--- src/rtl/lsu_agu_if.sv ---
// Dispatch, LSU-ctrl command/response and exception-handshake signals of lsu_agu.
// slave = the AGU itself, master = its environment (dispatch / LSU-ctrl / trap logic).
interface lsu_agu_if #(
   parameter int unsigned XLEN   = 32,
   parameter int unsigned AW     = 16,
   parameter int unsigned ITAG_W = 1
);
   logic                  agu_i_valid;
   logic                  agu_i_ready;
   logic                  agu_i_read;
   logic [1:0]            agu_i_size;
   logic                  agu_i_usign;
   logic [XLEN-1:0]       agu_i_rs1;
   logic [XLEN-1:0]       agu_i_imm;
   logic [XLEN-1:0]       agu_i_rs2;
   logic [ITAG_W-1:0]     agu_i_itag;

   logic                  agu_cmd_valid;
   logic                  agu_cmd_ready;
   logic                  agu_cmd_read;
   logic [AW-1:0]         agu_cmd_addr;
   logic [XLEN-1:0]       agu_cmd_wdata;
   logic [XLEN/8-1:0]     agu_cmd_wmask;
   logic [ITAG_W-1:0]     agu_cmd_itag;

   logic                  agu_rsp_valid;
   logic                  agu_rsp_ready;
   logic [XLEN-1:0]       agu_rsp_rdata;
   logic [XLEN-1:0]       agu_o_ldata;

   logic                  agu_o_excp_valid;
   logic                  agu_o_excp_ready;
   logic [XLEN-1:0]       agu_o_excp_addr;
   logic [ITAG_W-1:0]     agu_o_excp_itag;
   logic                  agu_o_excp_store;

   modport slave (
      input  agu_i_valid, agu_i_read, agu_i_size, agu_i_usign,
             agu_i_rs1, agu_i_imm, agu_i_rs2, agu_i_itag,
      output agu_i_ready,
      output agu_cmd_valid, agu_cmd_read, agu_cmd_addr, agu_cmd_wdata,
             agu_cmd_wmask, agu_cmd_itag,
      input  agu_cmd_ready,
      input  agu_rsp_valid, agu_rsp_rdata,
      output agu_rsp_ready, agu_o_ldata,
      output agu_o_excp_valid, agu_o_excp_addr, agu_o_excp_itag, agu_o_excp_store,
      input  agu_o_excp_ready
   );

   modport master (
      output agu_i_valid, agu_i_read, agu_i_size, agu_i_usign,
             agu_i_rs1, agu_i_imm, agu_i_rs2, agu_i_itag,
      input  agu_i_ready,
      input  agu_cmd_valid, agu_cmd_read, agu_cmd_addr, agu_cmd_wdata,
             agu_cmd_wmask, agu_cmd_itag,
      output agu_cmd_ready,
      output agu_rsp_valid, agu_rsp_rdata,
      input  agu_rsp_ready, agu_o_ldata,
      input  agu_o_excp_valid, agu_o_excp_addr, agu_o_excp_itag, agu_o_excp_store,
      output agu_o_excp_ready
   );
endinterface

--- src/rtl/lsu_agu.sv ---
// lsu_agu: effective-address generation, word-aligned DTCM command issue and load extraction.
// Define AGU_MISALIGN_EXCP_EN to trap misaligned half/word ops instead of issuing them.
module lsu_agu #(
   parameter int unsigned XLEN   = 32,
   parameter int unsigned AW     = 16,
   parameter int unsigned ITAG_W = 1
) (
   input  logic     clk,
   input  logic     rst,
   lsu_agu_if.slave agu
);
   localparam int unsigned NB = XLEN / 8;

`ifdef AGU_MISALIGN_EXCP_EN
   typedef enum logic [1:0] {S_IDLE = 2'd0, S_PEND = 2'd1, S_EXCP = 2'd2} state_e;
`else
   typedef enum logic [1:0] {S_IDLE = 2'd0, S_PEND = 2'd1} state_e;
`endif

   state_e          state_q, state_d;

   logic [XLEN-1:0] ea;
   logic [1:0]      off;
   logic [1:0]      lane;
   logic            is_byte;
   logic            is_half;
   logic            misalign;
   logic [XLEN-1:0] st_wdata;
   logic [NB-1:0]   st_wmask;

   logic            cmd_valid;
   logic            i_ready;
   logic            cmd_fire;

   logic            cap_read_q,  cap_read_d;
   logic [1:0]      cap_size_q,  cap_size_d;
   logic            cap_usign_q, cap_usign_d;
   logic [1:0]      cap_lane_q,  cap_lane_d;

   logic [XLEN-1:0] shifted;
   logic [XLEN-1:0] ldata;

   always_comb begin
      ea       = agu.agu_i_rs1 + agu.agu_i_imm;
      off      = ea[1:0];
      is_byte  = (agu.agu_i_size == 2'b00);
      is_half  = (agu.agu_i_size == 2'b01);
      lane     = 2'b00;
      st_wdata = agu.agu_i_rs2;
      st_wmask = '1;
      if (is_byte) begin
         lane     = off;
         st_wdata = {NB{agu.agu_i_rs2[7:0]}};
         st_wmask = NB'(1) << lane;
      end else if (is_half) begin
         lane     = {off[1], 1'b0};
         st_wdata = {(NB/2){agu.agu_i_rs2[15:0]}};
         st_wmask = NB'(3) << lane;
      end
   end

`ifdef AGU_MISALIGN_EXCP_EN
   assign misalign = (is_half & off[0]) | (~is_byte & ~is_half & (off != 2'b00));
`else
   assign misalign = 1'b0;
`endif

   assign agu.agu_cmd_valid = cmd_valid;
   assign agu.agu_i_ready   = i_ready;
   assign agu.agu_cmd_read  = agu.agu_i_read;
   assign agu.agu_cmd_addr  = {ea[AW-1:2], 2'b00};
   assign agu.agu_cmd_wdata = agu.agu_i_read ? '0 : st_wdata;
   assign agu.agu_cmd_wmask = agu.agu_i_read ? '0 : st_wmask;
   assign agu.agu_cmd_itag  = agu.agu_i_itag;
   assign agu.agu_rsp_ready = 1'b1;
   assign agu.agu_o_ldata   = ldata;

`ifdef AGU_MISALIGN_EXCP_EN
   logic              exc_fire;
   logic [XLEN-1:0]   excp_addr_q,  excp_addr_d;
   logic [ITAG_W-1:0] excp_itag_q,  excp_itag_d;
   logic              excp_store_q, excp_store_d;
`endif

   // PEND accepts a new op only alongside the response, giving one op per cycle
   always_comb begin
      state_d   = state_q;
      cmd_valid = 1'b0;
      i_ready   = 1'b0;
      case (state_q)
         S_IDLE: begin
            cmd_valid = agu.agu_i_valid & ~misalign;
            i_ready   = agu.agu_cmd_ready | misalign;
         end
         S_PEND: begin
            cmd_valid = agu.agu_i_valid & ~misalign & agu.agu_rsp_valid;
            i_ready   = agu.agu_rsp_valid & (agu.agu_cmd_ready | misalign);
         end
`ifdef AGU_MISALIGN_EXCP_EN
         S_EXCP: begin
            if (agu.agu_o_excp_ready) state_d = S_IDLE;
         end
`endif
         default: state_d = S_IDLE;
      endcase
      if (rst) begin
         cmd_valid = 1'b0;
         i_ready   = 1'b0;
      end
      cmd_fire = cmd_valid & agu.agu_cmd_ready;
`ifdef AGU_MISALIGN_EXCP_EN
      exc_fire = agu.agu_i_valid & i_ready & misalign;
`endif
      if (cmd_fire) begin
         state_d = S_PEND;
`ifdef AGU_MISALIGN_EXCP_EN
      end else if (exc_fire) begin
         state_d = S_EXCP;
`endif
      end else if (state_q == S_PEND && agu.agu_rsp_valid) begin
         state_d = S_IDLE;
      end
   end

   always_comb begin
      cap_read_d  = cap_read_q;
      cap_size_d  = cap_size_q;
      cap_usign_d = cap_usign_q;
      cap_lane_d  = cap_lane_q;
      if (cmd_fire) begin
         cap_read_d  = agu.agu_i_read;
         cap_size_d  = agu.agu_i_size;
         cap_usign_d = agu.agu_i_usign;
         cap_lane_d  = lane;
      end
   end

   always_comb begin
      shifted = agu.agu_rsp_rdata >> {cap_lane_q, 3'b000};
      ldata   = '0;
      if (state_q == S_PEND && agu.agu_rsp_valid && cap_read_q) begin
         case (cap_size_q)
            2'b00:   ldata = cap_usign_q ? XLEN'(shifted[7:0])
                                         : {{(XLEN-8){shifted[7]}}, shifted[7:0]};
            2'b01:   ldata = cap_usign_q ? XLEN'(shifted[15:0])
                                         : {{(XLEN-16){shifted[15]}}, shifted[15:0]};
            default: ldata = shifted;
         endcase
      end
   end

   always_ff @(posedge clk or posedge rst) begin
      if (rst) begin
         state_q     <= S_IDLE;
         cap_read_q  <= 1'b0;
         cap_size_q  <= 2'b00;
         cap_usign_q <= 1'b0;
         cap_lane_q  <= 2'b00;
      end else begin
         state_q     <= state_d;
         cap_read_q  <= cap_read_d;
         cap_size_q  <= cap_size_d;
         cap_usign_q <= cap_usign_d;
         cap_lane_q  <= cap_lane_d;
      end
   end

`ifdef AGU_MISALIGN_EXCP_EN
   always_comb begin
      excp_addr_d  = excp_addr_q;
      excp_itag_d  = excp_itag_q;
      excp_store_d = excp_store_q;
      if (exc_fire) begin
         excp_addr_d  = ea;
         excp_itag_d  = agu.agu_i_itag;
         excp_store_d = ~agu.agu_i_read;
      end
   end

   always_ff @(posedge clk or posedge rst) begin
      if (rst) begin
         excp_addr_q  <= '0;
         excp_itag_q  <= '0;
         excp_store_q <= 1'b0;
      end else begin
         excp_addr_q  <= excp_addr_d;
         excp_itag_q  <= excp_itag_d;
         excp_store_q <= excp_store_d;
      end
   end

   assign agu.agu_o_excp_valid = (state_q == S_EXCP);
   assign agu.agu_o_excp_addr  = (state_q == S_EXCP) ? excp_addr_q : '0;
   assign agu.agu_o_excp_itag  = (state_q == S_EXCP) ? excp_itag_q : '0;
   assign agu.agu_o_excp_store = (state_q == S_EXCP) & excp_store_q;
`else
   logic unused_excp;
   assign unused_excp = &{1'b0, agu.agu_o_excp_ready, ea[XLEN-1:AW]};

   assign agu.agu_o_excp_valid = 1'b0;
   assign agu.agu_o_excp_addr  = '0;
   assign agu.agu_o_excp_itag  = '0;
   assign agu.agu_o_excp_store = 1'b0;
`endif
endmodule

--- src/flat_wrapper.sv ---
// flat-port wrapper written by rule: the top's interface ports become plain ports
module lsu_agu_flat 
#(
   parameter int unsigned XLEN   = 32,
   parameter int unsigned AW     = 16,
   parameter int unsigned ITAG_W = 1
)
  (clk, rst, agu_agu_i_valid, agu_agu_i_read, agu_agu_i_size, agu_agu_i_usign, agu_agu_i_rs1, agu_agu_i_imm, agu_agu_i_rs2, agu_agu_i_itag, agu_agu_i_ready, agu_agu_cmd_valid, agu_agu_cmd_read, agu_agu_cmd_addr, agu_agu_cmd_wdata, agu_agu_cmd_wmask, agu_agu_cmd_itag, agu_agu_cmd_ready, agu_agu_rsp_valid, agu_agu_rsp_rdata, agu_agu_rsp_ready, agu_agu_o_ldata, agu_agu_o_excp_valid, agu_agu_o_excp_addr, agu_agu_o_excp_itag, agu_agu_o_excp_store, agu_agu_o_excp_ready);
  lsu_agu_if #(.XLEN(XLEN), .AW(AW), .ITAG_W(ITAG_W)) agu_i ();
  input  logic clk;
  input  logic rst;
  input wire logic [$bits(agu_i.agu_i_valid)-1:0] agu_agu_i_valid;
  input wire logic [$bits(agu_i.agu_i_read)-1:0] agu_agu_i_read;
  input wire logic [$bits(agu_i.agu_i_size)-1:0] agu_agu_i_size;
  input wire logic [$bits(agu_i.agu_i_usign)-1:0] agu_agu_i_usign;
  input wire logic [$bits(agu_i.agu_i_rs1)-1:0] agu_agu_i_rs1;
  input wire logic [$bits(agu_i.agu_i_imm)-1:0] agu_agu_i_imm;
  input wire logic [$bits(agu_i.agu_i_rs2)-1:0] agu_agu_i_rs2;
  input wire logic [$bits(agu_i.agu_i_itag)-1:0] agu_agu_i_itag;
  output wire logic [$bits(agu_i.agu_i_ready)-1:0] agu_agu_i_ready;
  output wire logic [$bits(agu_i.agu_cmd_valid)-1:0] agu_agu_cmd_valid;
  output wire logic [$bits(agu_i.agu_cmd_read)-1:0] agu_agu_cmd_read;
  output wire logic [$bits(agu_i.agu_cmd_addr)-1:0] agu_agu_cmd_addr;
  output wire logic [$bits(agu_i.agu_cmd_wdata)-1:0] agu_agu_cmd_wdata;
  output wire logic [$bits(agu_i.agu_cmd_wmask)-1:0] agu_agu_cmd_wmask;
  output wire logic [$bits(agu_i.agu_cmd_itag)-1:0] agu_agu_cmd_itag;
  input wire logic [$bits(agu_i.agu_cmd_ready)-1:0] agu_agu_cmd_ready;
  input wire logic [$bits(agu_i.agu_rsp_valid)-1:0] agu_agu_rsp_valid;
  input wire logic [$bits(agu_i.agu_rsp_rdata)-1:0] agu_agu_rsp_rdata;
  output wire logic [$bits(agu_i.agu_rsp_ready)-1:0] agu_agu_rsp_ready;
  output wire logic [$bits(agu_i.agu_o_ldata)-1:0] agu_agu_o_ldata;
  output wire logic [$bits(agu_i.agu_o_excp_valid)-1:0] agu_agu_o_excp_valid;
  output wire logic [$bits(agu_i.agu_o_excp_addr)-1:0] agu_agu_o_excp_addr;
  output wire logic [$bits(agu_i.agu_o_excp_itag)-1:0] agu_agu_o_excp_itag;
  output wire logic [$bits(agu_i.agu_o_excp_store)-1:0] agu_agu_o_excp_store;
  input wire logic [$bits(agu_i.agu_o_excp_ready)-1:0] agu_agu_o_excp_ready;
  assign agu_i.agu_i_valid = agu_agu_i_valid;
  assign agu_i.agu_i_read = agu_agu_i_read;
  assign agu_i.agu_i_size = agu_agu_i_size;
  assign agu_i.agu_i_usign = agu_agu_i_usign;
  assign agu_i.agu_i_rs1 = agu_agu_i_rs1;
  assign agu_i.agu_i_imm = agu_agu_i_imm;
  assign agu_i.agu_i_rs2 = agu_agu_i_rs2;
  assign agu_i.agu_i_itag = agu_agu_i_itag;
  assign agu_agu_i_ready = agu_i.agu_i_ready;
  assign agu_agu_cmd_valid = agu_i.agu_cmd_valid;
  assign agu_agu_cmd_read = agu_i.agu_cmd_read;
  assign agu_agu_cmd_addr = agu_i.agu_cmd_addr;
  assign agu_agu_cmd_wdata = agu_i.agu_cmd_wdata;
  assign agu_agu_cmd_wmask = agu_i.agu_cmd_wmask;
  assign agu_agu_cmd_itag = agu_i.agu_cmd_itag;
  assign agu_i.agu_cmd_ready = agu_agu_cmd_ready;
  assign agu_i.agu_rsp_valid = agu_agu_rsp_valid;
  assign agu_i.agu_rsp_rdata = agu_agu_rsp_rdata;
  assign agu_agu_rsp_ready = agu_i.agu_rsp_ready;
  assign agu_agu_o_ldata = agu_i.agu_o_ldata;
  assign agu_agu_o_excp_valid = agu_i.agu_o_excp_valid;
  assign agu_agu_o_excp_addr = agu_i.agu_o_excp_addr;
  assign agu_agu_o_excp_itag = agu_i.agu_o_excp_itag;
  assign agu_agu_o_excp_store = agu_i.agu_o_excp_store;
  assign agu_i.agu_o_excp_ready = agu_agu_o_excp_ready;
  lsu_agu #(.XLEN(XLEN), .AW(AW), .ITAG_W(ITAG_W)) u_core (.clk(clk), .rst(rst), .agu(agu_i));
endmodule
--- config.mk ---
export PLATFORM = sky130hd
export DESIGN_NAME = lsu_agu_flat
export DESIGN_NICKNAME = d
export VERILOG_FILES = /design/src/rtl/lsu_agu_if.sv /design/src/rtl/lsu_agu.sv /design/src/flat_wrapper.sv
export SDC_FILE = /design/constraint.sdc
export NUM_CORES = 1
export LEC_CHECK = 0
export CORE_MARGIN = 5
export CORE_UTILIZATION = 30
export DETAILED_ROUTE_END_ITERATION = 10
export PLACE_DENSITY = 0.81
export SKIP_CTS_REPAIR_TIMING = 1
export SLEW_MARGIN = 0
export SYNTH_ARGS = -nofsm -noshare
export SYNTH_HDL_FRONTEND = slang
export SYNTH_SLANG_ARGS = --single-unit
--- constraint.sdc ---
create_clock -name clk -period 3.4 [get_ports clk]
set_clock_uncertainty 0.2 [all_clocks]
set_input_delay 0.68 -clock clk [delete_from_list [all_inputs] [get_ports clk]]
set_output_delay 0.68 -clock clk [all_outputs]
set_load 0.02 [all_outputs]
==> results by group <==
GRT
  – Largest net degree at the start of global routing: 26
  – GRT Total Usage: 18.8%
  – First-pass GRT wire length: 15900 µm
  – Total gr overflow: 0
  – Initial antenna violation count: 0
  – Vias in the first global route: 3359

Worst hold path
  – Hold Crit Start: u_core.cap_read_q
  – Hold EP: u_core.cap_read_q
  – Number of cells on the worst hold path: 1
  – Hold crit path type: flop to flop

Die
  – Core Area: 8260 µm²
  – Die Y: 102 µm
  – Row count: 33
  – Initial Util: 31.0%
  – Die width: 102 µm
  – Die ar.: 10500 µm²
  – Ports: 263

Setup path
  – CP max FO: 3
  – Reg2reg end: u_core.cap_size_q[0]
  – Crit path kind: input port to output port
  – Reg-to-Reg Start: u_core.state_q[0]
  – Critical Path AT: 2660 ps
  – R2R setup slack: 1730 ps
  – CP Data Required Time: 2520 ps
  – Crit path launch type: input port
  – Worst r2r path cells: 5
  – Crit. End Element: output port

Synthesis
  – Synth top area share: 12.5%
  – Post-synth EDFFs: 0
  – Synthesized area: 2560 µm²
  – Largest cells by area after synthesis: mux2i_1, buf_4, a21oi_1
  – Most numerous cell in the Yosys netlist: nand2_1
  – Synth cell count leaders: nand2_1, buf_4, a21oi_1
  – Yosys cell types: 47
  – Async SR Flop Fraction: 100%
  – Synthesis Warnings: 0
  – Average size of a mapped cell: 6.85 µm²
  – Seq cells post-synth: 7
  – Leading area contributor after synthesis: mux2i_1
  – Dominant synthesized flop cell: dfrtp_1
  – Cells after synthesis: 374
  – Sequential area share after synthesis: 6.84%

Timing
  – Peak Freq: 0.283 GHz
  – Hold Violations, Final: 0
  – Tmin final: 3540 ps
  – Fin crit share: 104%
  – Count of pins over their slew limit: 0
  – Final setup vio count: 7
  – Setup slack after layout: -136 ps
  – Hold slack: 323 ps
  – RSZ-0062 raised after global routing: true

CTS
  – Sink Count: 7
  – CTS H-tree lvls: 1
  – CTS tree: yes
  – Root buf cell: clkbuf_8
  – CTS Buf Count: 3
  – Clock Latency Late Sink: 220 ps
  – Clock transition at the registers of the reported paths: 40 ps
  – Max clock buf depth: 2

Layout
  – Synthesis-to-finish area growth: 94.0%
  – ANT cells: 0
  – Layout cells sized above 1: 16.8%
  – Post-layout nets: 745
  – Design area: 4970 µm²
  – Finished Layout Cells: 694

Placement
  – Inst Count DP: 685
  – Gp weighted congestion: 1.04
  – Final HPWL DP: 9300 µm
  – Placed inst area: 4670 µm²
  – Port bufs: 189

Flow run
  – Max Cap Violations: 0

Routing
  – Drt pass-1 iters: 5
  – Detail-routed via count per cell: 5.02
  – Initial DRC Count: 109
  – Vias: 3483
  – Post-DRT Antenna Nets: 0
  – Drt total wl: 12100 µm
  – Average wire per standard cell: 17.4 µm
  – # DRC: 0

Pwr
  – Pwr/cell area: 229 nW/µm²
  – Maximum vdd drop: 0.167 mV
  – Leakage: 2.65 nW
  – Total power draw: 1.14 mW

Status
  – Failing checks: setup timing
  – Status: finished with violations
==> cell families (layout without fill, tap and decap cells) <==
family / after synthesis / in the layout / share of synthesized area [%]
AO/OA/AOI/OAI: 113 / 113 / 27.3
XOR/XNOR: 14 / 14 / 4.79
adder cells (fa/ha/maj): 16 / 16 / 8.11
buffers and inverters: 69 / 248 / 16.9
flip-flops: 7 / 7 / 6.84
multiplexers: 36 / 36 / 14.3
other: 2 / 38 / 0.293
AND/OR/NAND/NOR: 117 / 117 / 21.5
==> per-layer routing <==
metal  routed length, µm  share of wire, %  track usage, %
met4                 277               2.3            4.64
met1                4240                35            19.8
met5                   0                 0               0
met3                1590                13            7.78
met2                5970                49            34.5
==> worst max-delay path by stage <==
stage	start	to	slack [ps]	cells after the start
2_1_floorplan	agu_agu_i_imm[0]	agu_agu_cmd_addr[12]	160	9
5_1_grt	agu_agu_i_rs1[0]	agu_agu_cmd_addr[14]	-230	11
3_5_place_dp	agu_agu_i_rs1[0]	agu_agu_cmd_addr[12]	-870	11
3_3_place_gp	agu_agu_i_imm[0]	agu_agu_cmd_addr[14]	-770	11
6_report	agu_agu_i_rs1[0]	agu_agu_cmd_addr[12]	-140	11
4_1_cts	agu_agu_i_rs1[0]	agu_agu_cmd_addr[12]	-900	11
==> final cells by class <==
| cell class | count | area [µm²] |
|---|---|---|
| Tap cell | 105 | 131 |
| Multi-Input combinational cell | 334 | 2220 |
| Sequential cell | 7 | 175 |
| Clock buffer | 4 | 45.0 |
| Fill cell | 705 | 3290 |
| Timing Repair Buffer | 237 | 2370 |
| Inverter | 7 | 26.3 |
==> through the flow <==
stage | worst slack (ps) | util (%) | TNS (ps)
detailed placement | -866 | 56.6 | -14740
global route | -226 | 60.2 | -1030
CTS | -898 | 57.2 | -15270
finish | -136 | 60.2 | -485
global placement | -767 | 56.6 | -13450
floorplan | 158 | - | 0
==> registers in the layout, summed over array words and instances (netlist names) <==
signal,flops
u_core.cap_usign_q,1
u_core.cap_size_q,2
u_core.cap_lane_q,2
u_core.cap_read_q,1
u_core.state_q,1
==> critical path: stages <==
cell,delay (ps)
buf_6,100
ha_4,150
inv_2,60
fa_2,210
nor2b_2,50
o31a_1,350
nor4_4,410
o211ai_1,170
o311ai_2,130
xnor2_1,180
buf_4,180
==> power by group <==
group          switching (mW)  internal (mW)
clock network          0.0327         0.0808
registers              0.0134         0.0980
logic                   0.472          0.443
total                   0.518          0.622
==> cell usage in the layout (no fill, tap or decap), types with 5 or more instances in the layout <==
| cell type | count |
|---|---|
| nor2_1 | 33 |
| a211oi_1 | 14 |
| conb_1 | 38 |
| ha_1 | 8 |
| a21oi_1 | 37 |
| nor2b_1 | 15 |
| a21o_1 | 5 |
| dlymetal6s2s_1 | 42 |
| buf_4 | 49 |
| mux2i_1 | 32 |
| ha_4 | 7 |
| clkdlybuf4s50_1 | 137 |
| xnor2_1 | 11 |
| nand2_1 | 49 |
| dfrtp_1 | 7 |
| o21ai_0 | 31 |
No activity file was read; power rests on OpenSTA's default activity.
